### config.mk
export PLATFORM = sky130hd
export DESIGN_NAME = contact_seq_gen
export DESIGN_NICKNAME = d
export VERILOG_FILES = /design/src/rtl/contact_pkg.sv /design/src/rtl/contact_timer.sv /design/src/rtl/contact_seq_gen.sv
export SDC_FILE = /design/constraint.sdc
export NUM_CORES = 1
export LEC_CHECK = 0
export BUFFER_PORTS_ARGS = -buffer_cell sky130_fd_sc_hd__buf_2
export CAP_MARGIN = 20
export CORE_MARGIN = 2
export CORE_UTILIZATION = 55
export DETAILED_ROUTE_END_ITERATION = 10
export HOLD_SLACK_MARGIN = 0.08
export PLACE_DENSITY_LB_ADDON = 0.05
export SYNTH_ARGS = -nofsm -noshare
export SYNTH_HDL_FRONTEND = slang
export SYNTH_SLANG_ARGS = --single-unit
### constraint.sdc
create_clock -name clk_i -period 4.35 [get_ports clk_i]
set_input_delay 0 -clock clk_i [delete_from_list [all_inputs] [get_ports clk_i]]
set_output_delay 0 -clock clk_i [all_outputs]
set_load 0.05 [all_outputs]
### src/rtl/contact_pkg.sv
// Shared definitions for the contact beacon: prime table, FSM state encoding
// and a helper used to size the gap/pulse timer.
package contact_pkg;

  localparam int unsigned MAX_PRIMES = 16;

  localparam logic [7:0] PRIME_TABLE [MAX_PRIMES] = '{
    8'd2,  8'd3,  8'd5,  8'd7,  8'd11, 8'd13, 8'd17, 8'd19,
    8'd23, 8'd29, 8'd31, 8'd37, 8'd41, 8'd43, 8'd47, 8'd53
  };

  typedef enum logic [2:0] {
    ST_IDLE,
    ST_PULSE_HI,
    ST_PULSE_LO,
    ST_PRIME_GAP,
    ST_SEQ_GAP
  } state_e;

  function automatic int unsigned max_len(input int unsigned a, input int unsigned b,
                                          input int unsigned c, input int unsigned d);
    int unsigned m;
    m = a;
    if (b > m) m = b;
    if (c > m) m = c;
    if (d > m) m = d;
    return m;
  endfunction

endpackage

### src/rtl/contact_timer.sv
// Loadable down-counter: a load strobe sets the count, which then decrements
// to zero and holds; zero_o flags the final cycle of a timed state.
module contact_timer #(
  parameter int unsigned WIDTH = 8
) (
  input  logic             clk_i,
  input  logic             rst_i,
  input  logic             load_i,
  input  logic [WIDTH-1:0] load_val_i,
  output logic             zero_o
);

  logic [WIDTH-1:0] count_q;
  logic [WIDTH-1:0] count_d;

  always_comb begin
    count_d = count_q;
    if (load_i) begin
      count_d = load_val_i;
    end else if (count_q != '0) begin
      count_d = count_q - WIDTH'(1);
    end
  end

  always_ff @(posedge clk_i) begin
    if (rst_i) begin
      count_q <= '0;
    end else begin
      count_q <= count_d;
    end
  end

  assign zero_o = (count_q == '0);

endmodule

### src/rtl/contact_seq_gen.sv
// Prime-number pulse-train beacon: emits 2,3,5,... pulses per sequence with
// programmable gaps, start/abort control, one-shot or continuous operation.
module contact_seq_gen
  import contact_pkg::*;
#(
  parameter int unsigned NUM_PRIMES   = 16,
  parameter int unsigned PULSE_LEN    = 32'h007A1200,
  parameter int unsigned PULSE_GAP    = 32'h007A1200,
  parameter int unsigned PRIME_GAP    = 32'h00F42400,
  parameter int unsigned SEQ_GAP      = 32'h01E84800,
  parameter int unsigned CNT_WIDTH    = 32,
  parameter logic        CNT_SATURATE = 1'b0
) (
  input  logic                 clk_i,
  input  logic                 rst_i,
  input  logic                 enable_i,
  input  logic                 continuous_i,
  input  logic                 start_i,
  input  logic                 abort_i,
  output logic                 pulse_out_o,
  output logic                 busy_o,
  output logic                 seq_done_o,
  output logic [7:0]           cur_prime_o,
  output logic [CNT_WIDTH-1:0] seq_cnt_o
);

  localparam int unsigned MAX_LEN = max_len(PULSE_LEN, PULSE_GAP, PRIME_GAP, SEQ_GAP);
  localparam int unsigned TIMER_W = $clog2(MAX_LEN) + 1;

  localparam logic [TIMER_W-1:0] PULSE_LEN_M1 = TIMER_W'(PULSE_LEN - 1);
  localparam logic [TIMER_W-1:0] PULSE_GAP_M1 = TIMER_W'(PULSE_GAP - 1);
  localparam logic [TIMER_W-1:0] PRIME_GAP_M1 = TIMER_W'(PRIME_GAP - 1);
  localparam logic [TIMER_W-1:0] SEQ_GAP_M1   = TIMER_W'(SEQ_GAP - 1);
  localparam logic [3:0]         LAST_PRIME   = 4'(NUM_PRIMES - 1);

  if (NUM_PRIMES == 0 || NUM_PRIMES > MAX_PRIMES) begin : g_bad_num_primes
    $error("contact_seq_gen: NUM_PRIMES must be within 1..16");
  end
  if (PULSE_LEN == 0 || PULSE_GAP == 0 || PRIME_GAP == 0 || SEQ_GAP == 0) begin : g_bad_len
    $error("contact_seq_gen: all pulse and gap lengths must be at least 1");
  end
  if (CNT_WIDTH == 0 || CNT_WIDTH > 32) begin : g_bad_cnt_width
    $error("contact_seq_gen: CNT_WIDTH must be within 1..32");
  end

  state_e               state_q, state_d;
  logic [3:0]           prime_idx_q, prime_idx_d;
  logic [7:0]           pulse_idx_q, pulse_idx_d;
  logic [CNT_WIDTH-1:0] seq_cnt_q, seq_cnt_d;
  logic                 pulse_out_q;
  logic                 tmr_load;
  logic [TIMER_W-1:0]   tmr_val;
  logic                 tmr_zero;
  logic                 seq_end;
  logic [7:0]           prime_val;

  assign prime_val = PRIME_TABLE[prime_idx_q];

  contact_timer #(
    .WIDTH(TIMER_W)
  ) u_timer (
    .clk_i      (clk_i),
    .rst_i      (rst_i),
    .load_i     (tmr_load),
    .load_val_i (tmr_val),
    .zero_o     (tmr_zero)
  );

  // abort outranks everything, including a timer expiring in the same cycle
  always_comb begin
    state_d     = state_q;
    prime_idx_d = prime_idx_q;
    pulse_idx_d = pulse_idx_q;
    tmr_load    = 1'b0;
    tmr_val     = '0;
    seq_end     = 1'b0;
    if (abort_i) begin
      state_d     = ST_IDLE;
      prime_idx_d = '0;
      pulse_idx_d = '0;
    end else begin
      case (state_q)
        ST_IDLE: begin
          if (start_i && enable_i) begin
            state_d     = ST_PULSE_HI;
            prime_idx_d = '0;
            pulse_idx_d = '0;
            tmr_load    = 1'b1;
            tmr_val     = PULSE_LEN_M1;
          end
        end
        ST_PULSE_HI: begin
          if (tmr_zero) begin
            tmr_load = 1'b1;
            if (pulse_idx_q < (prime_val - 8'd1)) begin
              state_d     = ST_PULSE_LO;
              pulse_idx_d = pulse_idx_q + 8'd1;
              tmr_val     = PULSE_GAP_M1;
            end else if (prime_idx_q < LAST_PRIME) begin
              state_d = ST_PRIME_GAP;
              tmr_val = PRIME_GAP_M1;
            end else begin
              state_d = ST_SEQ_GAP;
              tmr_val = SEQ_GAP_M1;
            end
          end
        end
        ST_PULSE_LO: begin
          if (tmr_zero) begin
            state_d  = ST_PULSE_HI;
            tmr_load = 1'b1;
            tmr_val  = PULSE_LEN_M1;
          end
        end
        ST_PRIME_GAP: begin
          if (tmr_zero) begin
            state_d     = ST_PULSE_HI;
            prime_idx_d = prime_idx_q + 4'd1;
            pulse_idx_d = '0;
            tmr_load    = 1'b1;
            tmr_val     = PULSE_LEN_M1;
          end
        end
        ST_SEQ_GAP: begin
          if (tmr_zero) begin
            seq_end     = 1'b1;
            prime_idx_d = '0;
            pulse_idx_d = '0;
            if (continuous_i && enable_i) begin
              state_d  = ST_PULSE_HI;
              tmr_load = 1'b1;
              tmr_val  = PULSE_LEN_M1;
            end else begin
              state_d = ST_IDLE;
            end
          end
        end
        default: begin
          state_d     = ST_IDLE;
          prime_idx_d = '0;
          pulse_idx_d = '0;
        end
      endcase
    end
  end

  always_comb begin
    seq_cnt_d = seq_cnt_q;
    if (seq_end && !(CNT_SATURATE && (&seq_cnt_q))) begin
      seq_cnt_d = seq_cnt_q + CNT_WIDTH'(1);
    end
  end

  // pulse_out follows the next state so it is high on exactly the PULSE_HI cycles
  always_ff @(posedge clk_i) begin
    if (rst_i) begin
      state_q     <= ST_IDLE;
      prime_idx_q <= '0;
      pulse_idx_q <= '0;
      seq_cnt_q   <= '0;
      pulse_out_q <= 1'b0;
    end else begin
      state_q     <= state_d;
      prime_idx_q <= prime_idx_d;
      pulse_idx_q <= pulse_idx_d;
      seq_cnt_q   <= seq_cnt_d;
      pulse_out_q <= (state_d == ST_PULSE_HI);
    end
  end

  assign pulse_out_o = pulse_out_q;
  assign busy_o      = (state_q != ST_IDLE);
  assign seq_done_o  = seq_end;
  assign cur_prime_o = (state_q == ST_IDLE) ? 8'd0 : prime_val;
  assign seq_cnt_o   = seq_cnt_q;

endmodule
# Word level (Yosys, flattened, before mapping)

Memories as Yosys holds them, arrays and structs flattened.
Index checks and enable logic that the tools add are counted.

Bits in registers: 74
Bits in read-only memories: 128
Logic and storage cells: 83
Memories kept: 1

Memory list:

| memory          | words | width | rd ports | clocked after Yosys merged registers in | wr ports | RTL line              | text |
|---|---|---|---|---|---|---|---|
| (no name shown) | 16    | 8     | 1        | 0                                       | 0        | contact_seq_gen.sv:57 | `assign prime_val = PRIME_TABLE[prime_idx_q];` |

Add/subtract/negate cells: 5
Order comparisons: 3
Eq/ne operators: 11
Mux-type cells: 40
Bitwise operators: 3
Reductions and logical operators: 14

Operator list:

| cell                                               | number |
|---|---|
| 2-to-1 mux 25 bit                                  | 4 |
| case mux 25 bit (4 select lines)                   | 1 |
| 2-to-1 mux 23 bit                                  | 4 |
| 2-to-1 mux 8 bit                                   | 7 |
| 2-to-1 mux 26 bit                                  | 2 |
| adder 32 x 1 -> 32 bit, second input constant      | 1 |
| case mux 8 bit (4 select lines)                    | 1 |
| logical NOT 26 bit                                 | 1 |
| nonzero test 26 bit                                | 1 |
| subtractor 26 x 1 -> 26 bit, second input constant | 1 |
| 2-to-1 mux 3 bit                                   | 7 |
| case mux 4 bit (4 select lines)                    | 1 |
| 2-to-1 mux 4 bit                                   | 3 |
| case mux 3 bit (4 select lines)                    | 1 |
| inequality test 2 bit, second input constant       | 5 |
| adder 8 x 1 -> 8 bit, second input constant        | 1 |
| < comparator 8 bit                                 | 1 |
| 2-to-1 mux 1 bit                                   | 8 |
| OR reduction 2 bit                                 | 4 |
| subtractor 8 x 1 -> 8 bit, second input constant   | 1 |
| == test 3 x 1 -> 1 bit, second input constant      | 2 |
| == test 3 x 2 -> 1 bit, second input constant      | 2 |
| >= comparator 5 bit, second input constant         | 1 |
| NOT 4 -> 5 bit                                     | 1 |
| other kinds (13)                                   | 15 |

# Logic depth before layout (Yosys ltp)

Word-level depth: 11
Mapped depth: 15
Mapped depth without buffers: 14

# Hierarchy

A second synthesis with hierarchy kept.

Cells, all modules: 560
Area total of the unflattened synthesis: 4,495.6 um^2

Modules (own cells, without submodules):

| module          | times used | cells an instance | area each (um^2) | sequential area each (um^2) |
|---|---|---|---|---|
| contact_seq_gen | 1          | 373               | 2,974.1          | 960.9 |
| contact_timer   | 1          | 187               | 1,521.5          | 520.5 |

# Worst setup path before layout

No wires, ideal clock.

Kind: register -> register
Start: register prime_idx_q[1]
End: register pulse_idx_q[4]
Data arrival time: 3.811 ns
Data required time: 4.280 ns
Setup slack: 0.469 ns
Stages on the path, launching flop included: 15
Period minus slack after synthesis: 3.881 ns
Path through: dfxtp_1 clkinv_1 ha_1 nand4b_1 a21oi_1 nor2_1 or3_1 ha_1 and3_1 a221o_1 a41oi_1 nor3_1 clkbuf_1 or4_1 a21boi_1

Cells in the longest elaborated chain, start to end: 8

Ends and longest elaborated chain:

| element                                              | RTL line               | text |
|---|---|---|
| from (decl)                                          | contact_seq_gen.sv:47  | `logic [3:0] prime_idx_q, prime_idx_d;` |
| from (signal assigned)                               | contact_seq_gen.sv:164 | `prime_idx_q <= prime_idx_d;` |
| NOT 4 -> 5 bit (implied by the code)                 | contact_seq_gen.sv:57  |  |
| memory (16 x 8 bit)                                  | -                      |  |
| 2-to-1 mux 8 bit (implied by the code) (2 in series) | contact_seq_gen.sv:57  |  |
| subtractor 8 x 1 -> 8 bit                            | contact_seq_gen.sv:95  | `if (pulse_idx_q < (prime_val - 8'd1)) begin` |
| < comparator 8 bit                                   | contact_seq_gen.sv:95  |  |
| inequality test 2 bit (no line)                      | -                      |  |
| AND reduction 5 bit (no line)                        | -                      |  |
| to (signal assigned)                                 | contact_seq_gen.sv:165 | `pulse_idx_q <= pulse_idx_d;` |
| to (decl)                                            | contact_seq_gen.sv:48  | `logic [7:0] pulse_idx_q, pulse_idx_d;` |

No other way between the ends. The select of a mux whose other input is x is not followed.
A chain may end at the register's enable or synchronous reset.

# Final worst setup path

Start: register prime_idx_q[1]
End: register state_q[1]

Cells in the longest elaborated chain, start to end: 10
Elaborated cells on any way between the ends: 12
Those cells by class: add/sub (1); order compare (2); mux (7); bitwise (1); memory (1)

Ends and longest elaborated chain:

| element                                              | RTL line               | text |
|---|---|---|
| NOT 4 -> 5 bit (implied by the code)                 | contact_seq_gen.sv:57  |  |
| memory (16 x 8 bit)                                  | -                      |  |
| 2-to-1 mux 8 bit (implied by the code) (2 in series) | contact_seq_gen.sv:57  |  |
| subtractor 8 x 1 -> 8 bit                            | contact_seq_gen.sv:95  |  |
| < comparator 8 bit                                   | contact_seq_gen.sv:95  |  |
| 2-to-1 mux 3 bit *                                   | contact_seq_gen.sv:95  |  |
| 2-to-1 mux 3 bit *                                   | contact_seq_gen.sv:93  | `if (tmr_zero) begin` |
| case mux 3 bit (4 select lines) *                    | contact_seq_gen.sv:82  | `case (state_q)` |
| 2-to-1 mux 3 bit *                                   | contact_seq_gen.sv:77  | `if (abort_i) begin` |
| to (signal assigned)                                 | contact_seq_gen.sv:163 | `state_q <= state_d;` |
| to (decl)                                            | contact_seq_gen.sv:46  | `state_e state_q, state_d;` |

Mark *: on every way between the ends. The rest lies on a longest branch, timed or not. The select of a mux whose other input is x is not followed.

==> flow_summary.yaml <==
outcome:
  outcome: "finished, final reports clean"
drt:
  wl_met2_um: 4390
  viasPerCell: 5.73
  wl_met3_um: 547
  dr_total_vias: 3895
  wl_met1_um: 4830
  firstDrtPassIters: 5
  drc_errors: 0
  highest_layer: "met4"
  ant_nets: 0
  wl_per_cell_um: 14.5
  drt_iter0_drc: 188
  drt-total-wl_um: 9880
setup_path:
  arrival_ns: 4.35
  crit_chain: "clkinvlp_4 > ha_1 > nand4b_1 > a21oi_1 > nor2_1 > or3_1 > ha_1 > and3_1 > a221o_1 > a41oi_1 > buf_4 > nor2_1 > or4_1 > a211oi_1"
  r2r_start: "prime_idx_q[1]$_SDFFE_PP0P_"
  startpoint_type: "flop"
  cp_slowest_cell: "dfxtp_1"
  worstPathRequired_ns: 4.61
  r2r-end: "state_q[1]$_SDFF_PP0_"
  worstSetupEndpointType: "flop"
  worstSetupPathType: "reg2reg"
  worstRegToRegCells: 14
  worstPathMaxFanout: 9
  rrSetupSlack_ns: 0.26
  max_stage_delay_ns: 0.53
yosys:
  ys_ff_latch: 74
  ys_types: 59
  muxShareOfSynthArea_pct: 1.69
  syn_area_mm2: 0.00429
  yosys.area_share.adder_pct: 5.25
  synthTopCellsByCount: "dfxtp_1 (74), nor2_1 (61), nand2_1 (54), xnor2_1 (45), a21oi_1 (32)"
  synthSimpleGateAreaFrac_pct: 30.6
  synth_edf_count: 0
  synth_compound_area_share_pct: 11.8
  synth_top_family_by_area: "simple AND/OR/NAND/NOR gates"
  postSynthCellCount: 536
  yosys-top-cells-area: "dfxtp_1 (35%), xnor2_1 (9.2%), nor2_1 (5.3%), ha_1 (5.3%), nand2_1 (4.7%)"
  yosysMostFrequentCell: "dfxtp_1"
  ys_seq_area_share_pct: 34.5
  synth_xor_xnor_area_share_pct: 11.6
  async_flop_share_pct: 0
  synth_flop_cell: "dfxtp_1"
  yosysTopAreaCellShare_pct: 34.5
  yosys_warnings: 0
  synth_top_cell_by_area: "dfxtp_1"
  synth.avg_cell_area_um2: 8.00
timing:
  tightest_slew_ns: 0.865
  max_freq_ghz: 0.244
  finalHoldViolations: 0
  skew_ns: 0.0123
  max_slew_margin_pct: 40.9
  worst_slack_ns: 0.260
  maxSlewViolCount: 0
  hold_slack_ns: 0.102
  setup_tns_ns: 0
  rsz0062_at_grt: "no"
  setup_viol: 0
  fin_crit_ns: 4.09
  post-route-period-util_pct: 94.0
clock_tree:
  clkLatencyLatePin_ns: 0.35
  cts_root_buf: "clkbuf_8"
  clock_sinks: 74
  clockBufferDepth: 2
  clk_pin_slew_ns: 0.08
  cts_tree: "built"
  htreeDepth: 3
  cts_buffers: 9
placement:
  gp_congestion: 0.869
  dpl_worst_slack_ns: 0.261
  dp.cells: 663
  place_area_mm2: 0.00457
  place.port_buffers: 46
  dp_hpwl_um: 6760
die:
  die_area_mm2: 0.00852
  die-width_um: 92.3
  rows: 32
  die_height_um: 92.3
  core_area_mm2: 0.00765
  io_pins: 49
  start_util_pct: 56.1
cells_and_area:
  areaGrowthSynthToFinish_pct: 12.3
  layout.nets: 597
  drive_gt1_share_pct: 13.5
  fillCellCount: 730
  antennaDiodeCount: 0
  design_area_mm2: 0.00481
  stdcell_count: 680
grt:
  grt_overflow: 0
  grt_pass1_vias: 3502
  grt.total_usage_pct: 23.9
  grt_max_degree: 49
  antenna_found_initial: 0
  grt_pass1_wl_um: 16600
flow_run:
  maxCapViolCount: 0
pwr:
  powerDensity_mw_per_mm2: 480
  p_leak_nw: 1.82
  peakVddDrop_uv: 256
hold_path:
  min_path_type: "in2reg"
  whs_path_depth: 5
  hp-start: "continuous_i"
  min_to: "state_q[0]$_SDFF_PP0_"
worst max-delay path, delay by kind of cell, from the launching register on:
| kind | cells | cell delay (ns) |
|---|---|---|
| flip-flops | 1 | 0.53 |
| adder cells (fa/ha/maj) | 2 | 0.74 |
| buffers and inverters | 2 | 0.49 |
| AO/OA/AOI/OAI | 4 | 1.02 |
| AND/OR/NAND/NOR | 6 | 1.24 |
cells by family (layout without fill, tap and decap cells):
logic type / after synthesis / in the layout
AND/OR/NAND/NOR: 254 / 254
XOR/XNOR: 57 / 57
adder cells (fa/ha/maj): 18 / 18
other: 1 / 2
AO/OA/AOI/OAI: 81 / 81
multiplexers: 7 / 7
buffers and inverters: 44 / 85
flip-flops: 74 / 74
cell usage in the layout, fill, tap and decap left out, drive strengths merged, types with 7 or more instances in the layout:
cell type	netlist	routed
nand4	17	17
dfxtp	74	74
o21ai	17	17
or4	7	7
clkbuf	23	12
ha	18	18
and3	7	7
inv	15	15
xnor2	45	45
nand2b	7	7
nor4	24	24
buf	5	52
xor2	12	12
or3	7	7
a21oi	32	32
nand3	22	22
nand2	54	54
nor2	61	61
nor3	24	24
power breakdown:
| part | switching (mW) | internal, mW |
|---|---|---|
| registers | 0.107 | 0.780 |
| clock network | 0.257 | 0.355 |
| logic | 0.487 | 0.326 |
cell type report:
cell class / count / area, um^2 / share of cell area [%]
well taps: 102 / 128 / 2.65
clock inverters: 4 / 73.8 / 1.53
flip-flops and latches: 74 / 1480 / 30.8
multi-input cells: 419 / 2630 / 54.6
repair buffers: 53 / 285 / 5.93
clock buffers: 12 / 155 / 3.22
inverters: 16 / 63.8 / 1.33
what timing repair did:
item                       CTS  global route
setup endpoints to repair    0             6
hold buffers                 1             0
gates resized for setup      0             2
hold endpoints to repair     2             0
setup buffers                0             0
flip-flops by register name, summed over array words and instances, names as in the netlist:
register,cells
pulse_idx_q,8
state_q,3
seq_cnt_o,32
pulse_out_o,1
u_timer.count_q,26
prime_idx_q,4
stage by stage:
step	utilization [%]	power [mW]
global placement	59.7	1.69
floorplan	-	1.54
global route	62.9	2.47
CTS	62.8	2.31
finish	62.9	2.31
detailed placement	59.7	1.70
metal layers:
| layer | track usage (%) | up-vias |
|---|---|---|
| met5 | 0 | - |
| met4 | 7.46 | 0 |
| met3 | 5.86 | 12 |
| met2 | 36.6 | 105 |
| met1 | 33.2 | 1806 |
| li1 | - | 1972 |
worst max-delay path by stage:
stage | from | end
floorplan | prime_idx_q[1]$_SDFFE_PP0P_ | pulse_idx_q[4]$_SDFFE_PP0P_
global placement | prime_idx_q[1]$_SDFFE_PP0P_ | pulse_idx_q[3]$_SDFFE_PP0P_
detailed placement | prime_idx_q[1]$_SDFFE_PP0P_ | pulse_idx_q[3]$_SDFFE_PP0P_
CTS | prime_idx_q[1]$_SDFFE_PP0P_ | pulse_idx_q[3]$_SDFFE_PP0P_
global route | prime_idx_q[1]$_SDFFE_PP0P_ | pulse_idx_q[3]$_SDFFE_PP0P_
finish | prime_idx_q[1]$_SDFFE_PP0P_ | state_q[1]$_SDFF_PP0_
Note: power is estimated with default switching activity, not from simulation.
